### src/rtl/adder.sv
// Registered unsigned WIDTH-bit adder with carry-out, built from a per-bit full-adder chain.
// Define ADDER_PIPE_EN to split the chain into two register stages (latency 2 instead of 1).
module adder #(
  parameter int WIDTH = 8
) (
  input  logic             clk,
  input  logic             rst,
  input  logic [WIDTH-1:0] a,
  input  logic [WIDTH-1:0] b,
  output logic [WIDTH-1:0] sum,
  output logic             cout
);

  // One full-adder cell: returns {carry_out, sum_bit} from generate/propagate.
  function automatic logic [1:0] fa(input logic x, input logic y, input logic ci);
    logic g;
    logic p;
    g = x & y;
    p = x ^ y;
    return {g | (p & ci), p ^ ci};
  endfunction

  logic [WIDTH-1:0] sum_d;
  logic             cout_d;
  logic [WIDTH-1:0] sum_q;
  logic             cout_q;

`ifdef ADDER_PIPE_EN
  localparam int H = WIDTH / 2;

  logic [H-1:0]       lo_d;
  logic               clo_d;
  logic               c1;
  logic [H-1:0]       lo_p1_q;
  logic               clo_p1_q;
  logic [WIDTH-H-1:0] ahi_p1_q;
  logic [WIDTH-H-1:0] bhi_p1_q;
  logic [WIDTH-H-1:0] hi_d;
  logic               c2;

  // Stage p0 -> p1: low half of the chain, high operand halves carried along.
  always_comb begin
    lo_d = '0;
    c1   = 1'b0;
    for (int i = 0; i < H; i++) begin
      {c1, lo_d[i]} = fa(a[i], b[i], c1);
    end
    clo_d = c1;
  end

  always_ff @(posedge clk) begin
    if (rst) begin
      lo_p1_q  <= '0;
      clo_p1_q <= 1'b0;
      ahi_p1_q <= '0;
      bhi_p1_q <= '0;
    end else begin
      lo_p1_q  <= lo_d;
      clo_p1_q <= clo_d;
      ahi_p1_q <= a[WIDTH-1:H];
      bhi_p1_q <= b[WIDTH-1:H];
    end
  end

  // Stage p1 -> p2: high half seeded with the registered intermediate carry.
  always_comb begin
    hi_d = '0;
    c2   = clo_p1_q;
    for (int i = 0; i < WIDTH - H; i++) begin
      {c2, hi_d[i]} = fa(ahi_p1_q[i], bhi_p1_q[i], c2);
    end
    sum_d  = {hi_d, lo_p1_q};
    cout_d = c2;
  end
`else
  logic c0;

  // Stage p0 -> p1: full ripple chain in one cycle.
  always_comb begin
    sum_d = '0;
    c0    = 1'b0;
    for (int i = 0; i < WIDTH; i++) begin
      {c0, sum_d[i]} = fa(a[i], b[i], c0);
    end
    cout_d = c0;
  end
`endif

  always_ff @(posedge clk) begin
    if (rst) begin
      sum_q  <= '0;
      cout_q <= 1'b0;
    end else begin
      sum_q  <= sum_d;
      cout_q <= cout_d;
    end
  end

  assign sum  = sum_q;
  assign cout = cout_q;

endmodule

### config.mk
export PLATFORM = sky130hd
export DESIGN_NAME = adder
export DESIGN_NICKNAME = d
export VERILOG_FILES = /design/src/rtl/adder.sv
export SDC_FILE = /design/constraint.sdc
export NUM_CORES = 1
export LEC_CHECK = 0
export BUFFER_PORTS_ARGS = -buffer_cell sky130_fd_sc_hd__buf_2
export CORE_AREA = 2 2 39 41
export DETAILED_ROUTE_END_ITERATION = 8
export DIE_AREA = 0 0 41 43
export MAX_ROUTING_LAYER = met4
export SKIP_LAST_GASP = 1
export SYNTH_ARGS = -nofsm -noshare
export SYNTH_HDL_FRONTEND = slang
export SYNTH_SLANG_ARGS = --single-unit
### constraint.sdc
create_clock -name clk -period 3.5 [get_ports clk]
set_input_delay 0.7 -clock clk [delete_from_list [all_inputs] [get_ports clk]]
set_output_delay 0.7 -clock clk [all_outputs]
set_load 0.005 [all_outputs]
==> flow_metrics.env, run 1 <==
export IMPL_outcome="complete, no violations"
export IMPL_hp_start="rst"
export IMPL_p_per_area_nw_per_um2=418
export IMPL_cts_clk_slew_worst_paths_ns=0.05
export IMPL_worst_path_max_delay_cell="fa_1"
export IMPL_die_h_um=43
export IMPL_clockBufferDepth=2
export IMPL_vias=289
export IMPL_power_switching_w=0.0000562
export IMPL_antennaDiodeCount=0
export IMPL_ys_ff_latch=9
export IMPL_peakVddDrop_v=0.0000941
export IMPL_synthArstFlopShare_pct=0
export IMPL_grt_overflow_total=0
export IMPL_synthSimpleGateAreaFrac_pct=13.0
export IMPL_antenna_found_initial=0
export IMPL_worst_slew_pin_slew_ns=0.143
export IMPL_hold_ws_ns=0.706
export IMPL_dp_hpwl_um=547
export IMPL_yosysWarnings=0
export IMPL_ys_top_cells_by_count="dfxtp_1, fa_1, nor2b_1"
export IMPL_hold_depth=2
export IMPL_drc=0
export IMPL_finalHoldViolCount=0
export IMPL_grt_use_total_pct=8.98
export IMPL_clock_power_share_pct=31.0
export IMPL_sw_frac_of_total_pct=23.0
export IMPL_ant_nets=0
export IMPL_drv_slew=0
export IMPL_dp_cells=71
export IMPL_viasPerCell=3.85
export IMPL_setup_viol=0
export IMPL_intPower_w=0.000188
export IMPL_grt_max_degree=10
export IMPL_io_buffers=26
export IMPL_ios=27
export IMPL_grt_pass1_vias=289
export IMPL_whs_endpoint="cout"
export IMPL_synth_fp_nets=55
export IMPL_std_cell_rows=14
export IMPL_max_clock_freq_mhz=289
export IMPL_ys_seq_area_share_pct=45.6
export IMPL_drtIter0Drc=0
export IMPL_relSlewSlack_pct=90.5
export IMPL_htree_levels=1
export IMPL_cp_data_required_time_ns=3.70
export IMPL_die_w_um=41
export IMPL_crit_fanout=1
export IMPL_drive_gt1_share_pct=57.6
export IMPL_grt_pass1_wl_um=1010
export IMPL_cts_made_buffers=3
export IMPL_worstPathCellList="buf_2 > ha_1 > fa_2 > fa_2 > fa_2 > fa_2 > fa_2 > fa_1 > inv_1 > fa_1 > nor2_1"
export IMPL_yosysMostFrequentCell="dfxtp_1"
export IMPL_cp_arrival_ns=3.66
export IMPL_synth_area_per_cell_um2=13.6
export IMPL_synth_area_leaders="dfxtp_1, fa_1, nor2b_1"
export IMPL_cp_start_kind="input port"
export IMPL_min_period_ns=3.46
export IMPL_synthAdderAreaFrac_pct=38.6
export IMPL_design_area_um2=584
export IMPL_dpl_cell_area_um2=558
export IMPL_synth_edf_count=0
export IMPL_synth_top_area_share_pct=45.6
export IMPL_cts_repair_resized=0
export IMPL_drt_wl_total_um=596
export IMPL_p_leak_nw=0.291
export IMPL_finalCritPeriodShare_pct=98.9
export IMPL_cp_end_kind="flop"
export IMPL_ys_flop_type="dfxtp_1"
export IMPL_synthToLayoutAreaGrowth_pct=47.8
export IMPL_synth_area_leader_cell="dfxtp_1"
export IMPL_p_seq_share_pct=47.8
export IMPL_syn_inst=29
export IMPL_place_congestion=0.656
export IMPL_power_frac_comb_pct=21.2
export IMPL_synth_xor_area_share_pct=0
export IMPL_netlist_area_um2=395
export IMPL_finalNonFillerCells=75
export IMPL_nNetsFinal=86
export IMPL_cts_tree="built"
export IMPL_dr_pass1_iters=1
export IMPL_synth_top_family_by_area="adder cells"
export IMPL_cp_common_cell="fa_2"
export IMPL_max_stage_delay_ns=0.40
export IMPL_wl_per_cell_um=7.95
export IMPL_synth_compound_area_share_pct=0
export IMPL_setup_tns_ns=0
export IMPL_clock_sinks=9
export IMPL_synthMuxAreaShare_pct=0
export IMPL_maxCapViolCount=0
export IMPL_critical_path_class="in -> reg"
export IMPL_rsz0062_at_grt="yes"
export IMPL_hold_path_class="in -> reg"
export IMPL_cts_root_buf="clkbuf_4"
export IMPL_dieArea_um2=1760
export IMPL_postCtsSetupBuffers=0
export IMPL_synthDistinctLibCells=6
export IMPL_coreArea_um2=1380
export IMPL_start_util_pct=28.6
[per-stage QoR]
stage,setup slack [ns],power [W],utilization [%]
6_report,0.0391,0.000244,42.2
5_1_grt,-0.0558,0.000261,42.2
4_1_cts,0.0212,0.000250,42.2
3_5_place_dp,-0.250,0.000172,40.3
3_3_place_gp,-0.214,0.000170,40.3
2_1_floorplan,-0.0450,0.000142,-
[what timing repair did]
action	CTS	global route
hold buffers	0	0
endpoints found under the hold margin	0	0
endpoints found under the setup margin	0	1
[layout by cell type, fill, tap and decap left out, drive strengths merged]
cell type and count:
buf 26, clkbuf 4, dfxtp 9, fa 7, ha 1, inv 3, nor2 2, nor2b 7
[cell type report]
| type | count | area [um2] |
|---|---|---|
| Clock buffer | 4 | 26.3 |
| Fill cell | 151 | 800 |
| Inverter | 3 | 11.3 |
| Multi-Input combinational cell | 17 | 216 |
| Sequential cell | 9 | 180 |
| Tap cell | 16 | 20.0 |
| Timing Repair Buffer | 26 | 130 |
[cells by family (layout without fill, tap and decap cells)]
group	after synthesis	in the layout
flops	9	9
fa+ha+maj	8	8
buf+inv	3	33
simple gates	9	9
[worst max-delay path by stage]
stage	endpoint	depth (start not counted)	slack, ns	from
floorplan	sum[7]	10	-0.04	a[0]
global placement	sum[7]	11	-0.21	a[0]
detailed placement	sum[7]	11	-0.25	a[0]
CTS	sum[7]	11	0.02	a[0]
global route	sum[7]	11	-0.06	a[0]
finish	sum[7]	11	0.04	a[0]
[registers in the layout, summed over array words and instances (netlist names)]
signal  count
cout        1
sum         8
[worst max-delay path: cells and delay by family]
kind / cells / cell delay [ns]
fa+ha+maj: 8 / 2.69
buf+inv: 2 / 0.18
simple gates: 1 / 0.08
[power by group through the flow]
stage / clock network [W] / registers, W / logic, W
floorplan: 0 / 0.000121 / 0.0000208
global placement: 0 / 0.000119 / 0.0000517
detailed placement: 0 / 0.000119 / 0.0000531
CTS: 0.0000797 / 0.000117 / 0.0000533
global route: 0.0000811 / 0.000118 / 0.0000627
finish: 0.0000757 / 0.000117 / 0.0000517
[routing by layer]
layer  track usage (%)  part of all wire, %  vias up
met5                 -                    0        -
met4              10.0                  2.3        0
met2              12.2                   53       15
met1              10.8                   36      128
li1                  -                    -      144
met3                 0                  8.2        2
Power figures use the tool's default switching activity.
==> inputs of run 2 (changes only) <==
--- a/config.mk
+++ b/config.mk
@@ -6,10 +6,12 @@
 export NUM_CORES = 1
 export LEC_CHECK = 0
 export BUFFER_PORTS_ARGS = -buffer_cell sky130_fd_sc_hd__buf_2
-export CORE_AREA = 2 2 39 41
+export CELL_PAD_IN_SITES_DETAIL_PLACEMENT = 1
+export CELL_PAD_IN_SITES_GLOBAL_PLACEMENT = 1
+export CORE_UTILIZATION = 25
 export DETAILED_ROUTE_END_ITERATION = 8
-export DIE_AREA = 0 0 41 43
 export MAX_ROUTING_LAYER = met4
+export PLACE_DENSITY_LB_ADDON = 0.1
 export SKIP_LAST_GASP = 1
 export SYNTH_ARGS = -nofsm -noshare
 export SYNTH_HDL_FRONTEND = slang
==> run 2 against run 1 <==
Power grew 2.3%. Critical path type unchanged. Die area shrank 1.0%. Largest cell class unchanged. Critical path depth is the same. Clock power grew 6.9%.
==> flow_metrics.env, run 2 (synthesized netlist as in run 1, its figures left out) <==
export IMPL_vias=311
export IMPL_nNetsFinal=86
export IMPL_largest_reg_flops=8
export IMPL_std_cell_rows=13
export IMPL_finalHoldViolCount=0
export IMPL_synthToLayoutAreaGrowth_pct=48.1
export IMPL_drtIter0Drc=1
export IMPL_p_leak_nw=0.289
export IMPL_start_util_pct=28.6
export IMPL_cts_root_buf="clkbuf_4"
export IMPL_grt_pass1_vias=341
export IMPL_grt_use_total_pct=10.7
export IMPL_cts_tree="built"
export IMPL_grt_overflow_total=0
export IMPL_drt_wl_total_um=785
export IMPL_min_period_ns=3.44
export IMPL_critical_path_class="in -> reg"
export IMPL_dp_hpwl_um=697
export IMPL_ant_nets=0
export IMPL_grt_pass1_wl_um=1290
export IMPL_hold_path_class="in -> reg"
export IMPL_antennaDiodeCount=0
export IMPL_io_buffers=26
export IMPL_place_congestion=0.666
export IMPL_finalCritPeriodShare_pct=98.2
export IMPL_ios=27
export IMPL_cp_end_kind="flop"
export IMPL_dr_pass1_iters=2
export IMPL_worst_slew_pin_slew_ns=0.152
export IMPL_drv_slew=0
export IMPL_design_area_um2=586
export IMPL_p_total_w=0.000250
export IMPL_cts_made_buffers=3
export IMPL_viasPerCell=4.20
export IMPL_die_h_um=41.8
export IMPL_clockBufferDepth=2
export IMPL_wl_per_cell_um=10.6
export IMPL_dieArea_um2=1740
export IMPL_clock_sinks=9
export IMPL_cp_start_kind="input port"
export IMPL_coreArea_um2=1380
export IMPL_peakVddDrop_v=0.000150
export IMPL_p_per_area_nw_per_um2=426
export IMPL_drc=0
export IMPL_finalNonFillerCells=74
export IMPL_setup_viol=0
export IMPL_relSlewSlack_pct=89.9
export IMPL_crit_fanout=1
export IMPL_maxCapViolCount=0
export IMPL_layout_common_cells="buf_2, dfxtp_1, nor2b_1"
export IMPL_antenna_found_initial=0
export IMPL_cp_arrival_ns=3.64
export IMPL_layout_commonest_cell="buf_2"
export IMPL_max_clock_freq_mhz=291
export IMPL_outcome="complete, no violations"
export IMPL_cp_data_required_time_ns=3.70
export IMPL_die_w_um=41.8
export IMPL_htree_levels=1
export IMPL_dpl_cell_area_um2=557
export IMPL_dp_cells=70
export IMPL_cts_clk_slew_worst_paths_ns=0.06
export IMPL_rsz0062_at_grt="yes"
export IMPL_drive_gt1_share_pct=61.0
export IMPL_grt_max_degree=10
## run 2: cell types whose count changed in the layout (fill, tap and decap cells not counted)
| cell | before | now |
|---|---|---|
| inv_2 | 0 | 1 |
| fa_1 | 2 | 1 |
| fa_2 | 5 | 6 |
| inv_1 | 3 | 2 |
## run 2: worst paths after layout
kind  cells after the start  from      to  slack, ns
min                       2   rst  sum[7]       0.70
max                      11  a[0]  sum[7]       0.06
## run 2: power breakdown
| part | switching (W) | internal [W] | total, W |
|---|---|---|---|
| clock | 0.0000370 | 0.0000440 | 0.0000809 |
| sequential | 0.00000235 | 0.000114 | 0.000117 |
| combinational | 0.0000226 | 0.0000295 | 0.0000521 |
## run 2: critical path, cell delays in order
cell,delay (ns)
buf_2,0.10
ha_1,0.21
fa_2,0.34
fa_2,0.34
fa_2,0.34
fa_2,0.35
fa_2,0.35
fa_2,0.35
inv_2,0.07
fa_1,0.40
nor2_1,0.10
## run 2: stage by stage
step	hold slack (ns)	util, %	setup WS [ns]	setup TNS, ns
6_report	0.703	42.4	0.0640	0
5_1_grt	0.721	42.4	-0.00781	-0.00781
4_1_cts	0.707	42.2	0.00373	0
3_5_place_dp	0.989	40.3	-0.260	-0.272
3_3_place_gp	0.976	40.3	-0.228	-0.228
2_1_floorplan	0.767	-	-0.0450	-0.0450
## run 2: metal layers
| layer | global-route usage (%) | vias to the layer above | share of wire, % |
|---|---|---|---|
| li1 | - | 145 | - |
| met1 | 9.54 | 151 | 31 |
| met2 | 18.4 | 13 | 61 |
| met3 | 3.91 | 2 | 7.4 |
| met4 | 7.74 | 0 | 0.89 |
| met5 | - | - | 0 |
## run 2: what timing repair did
| item | CTS | global route |
|---|---|---|
| buffers inserted | 0 | 0 |
| gates resized for setup | 0 | 2 |
| hold buffers | 0 | 0 |
| endpoints found under the setup margin | 0 | 1 |
## run 2: cell type report
cell class	count	area (um2)
Fill cell	169	797
Multi-Input combinational cell	17	219
Sequential cell	9	180
Timing Repair Buffer	26	130
Clock buffer	4	26.3
Tap cell	15	18.8
Inverter	3	11.3
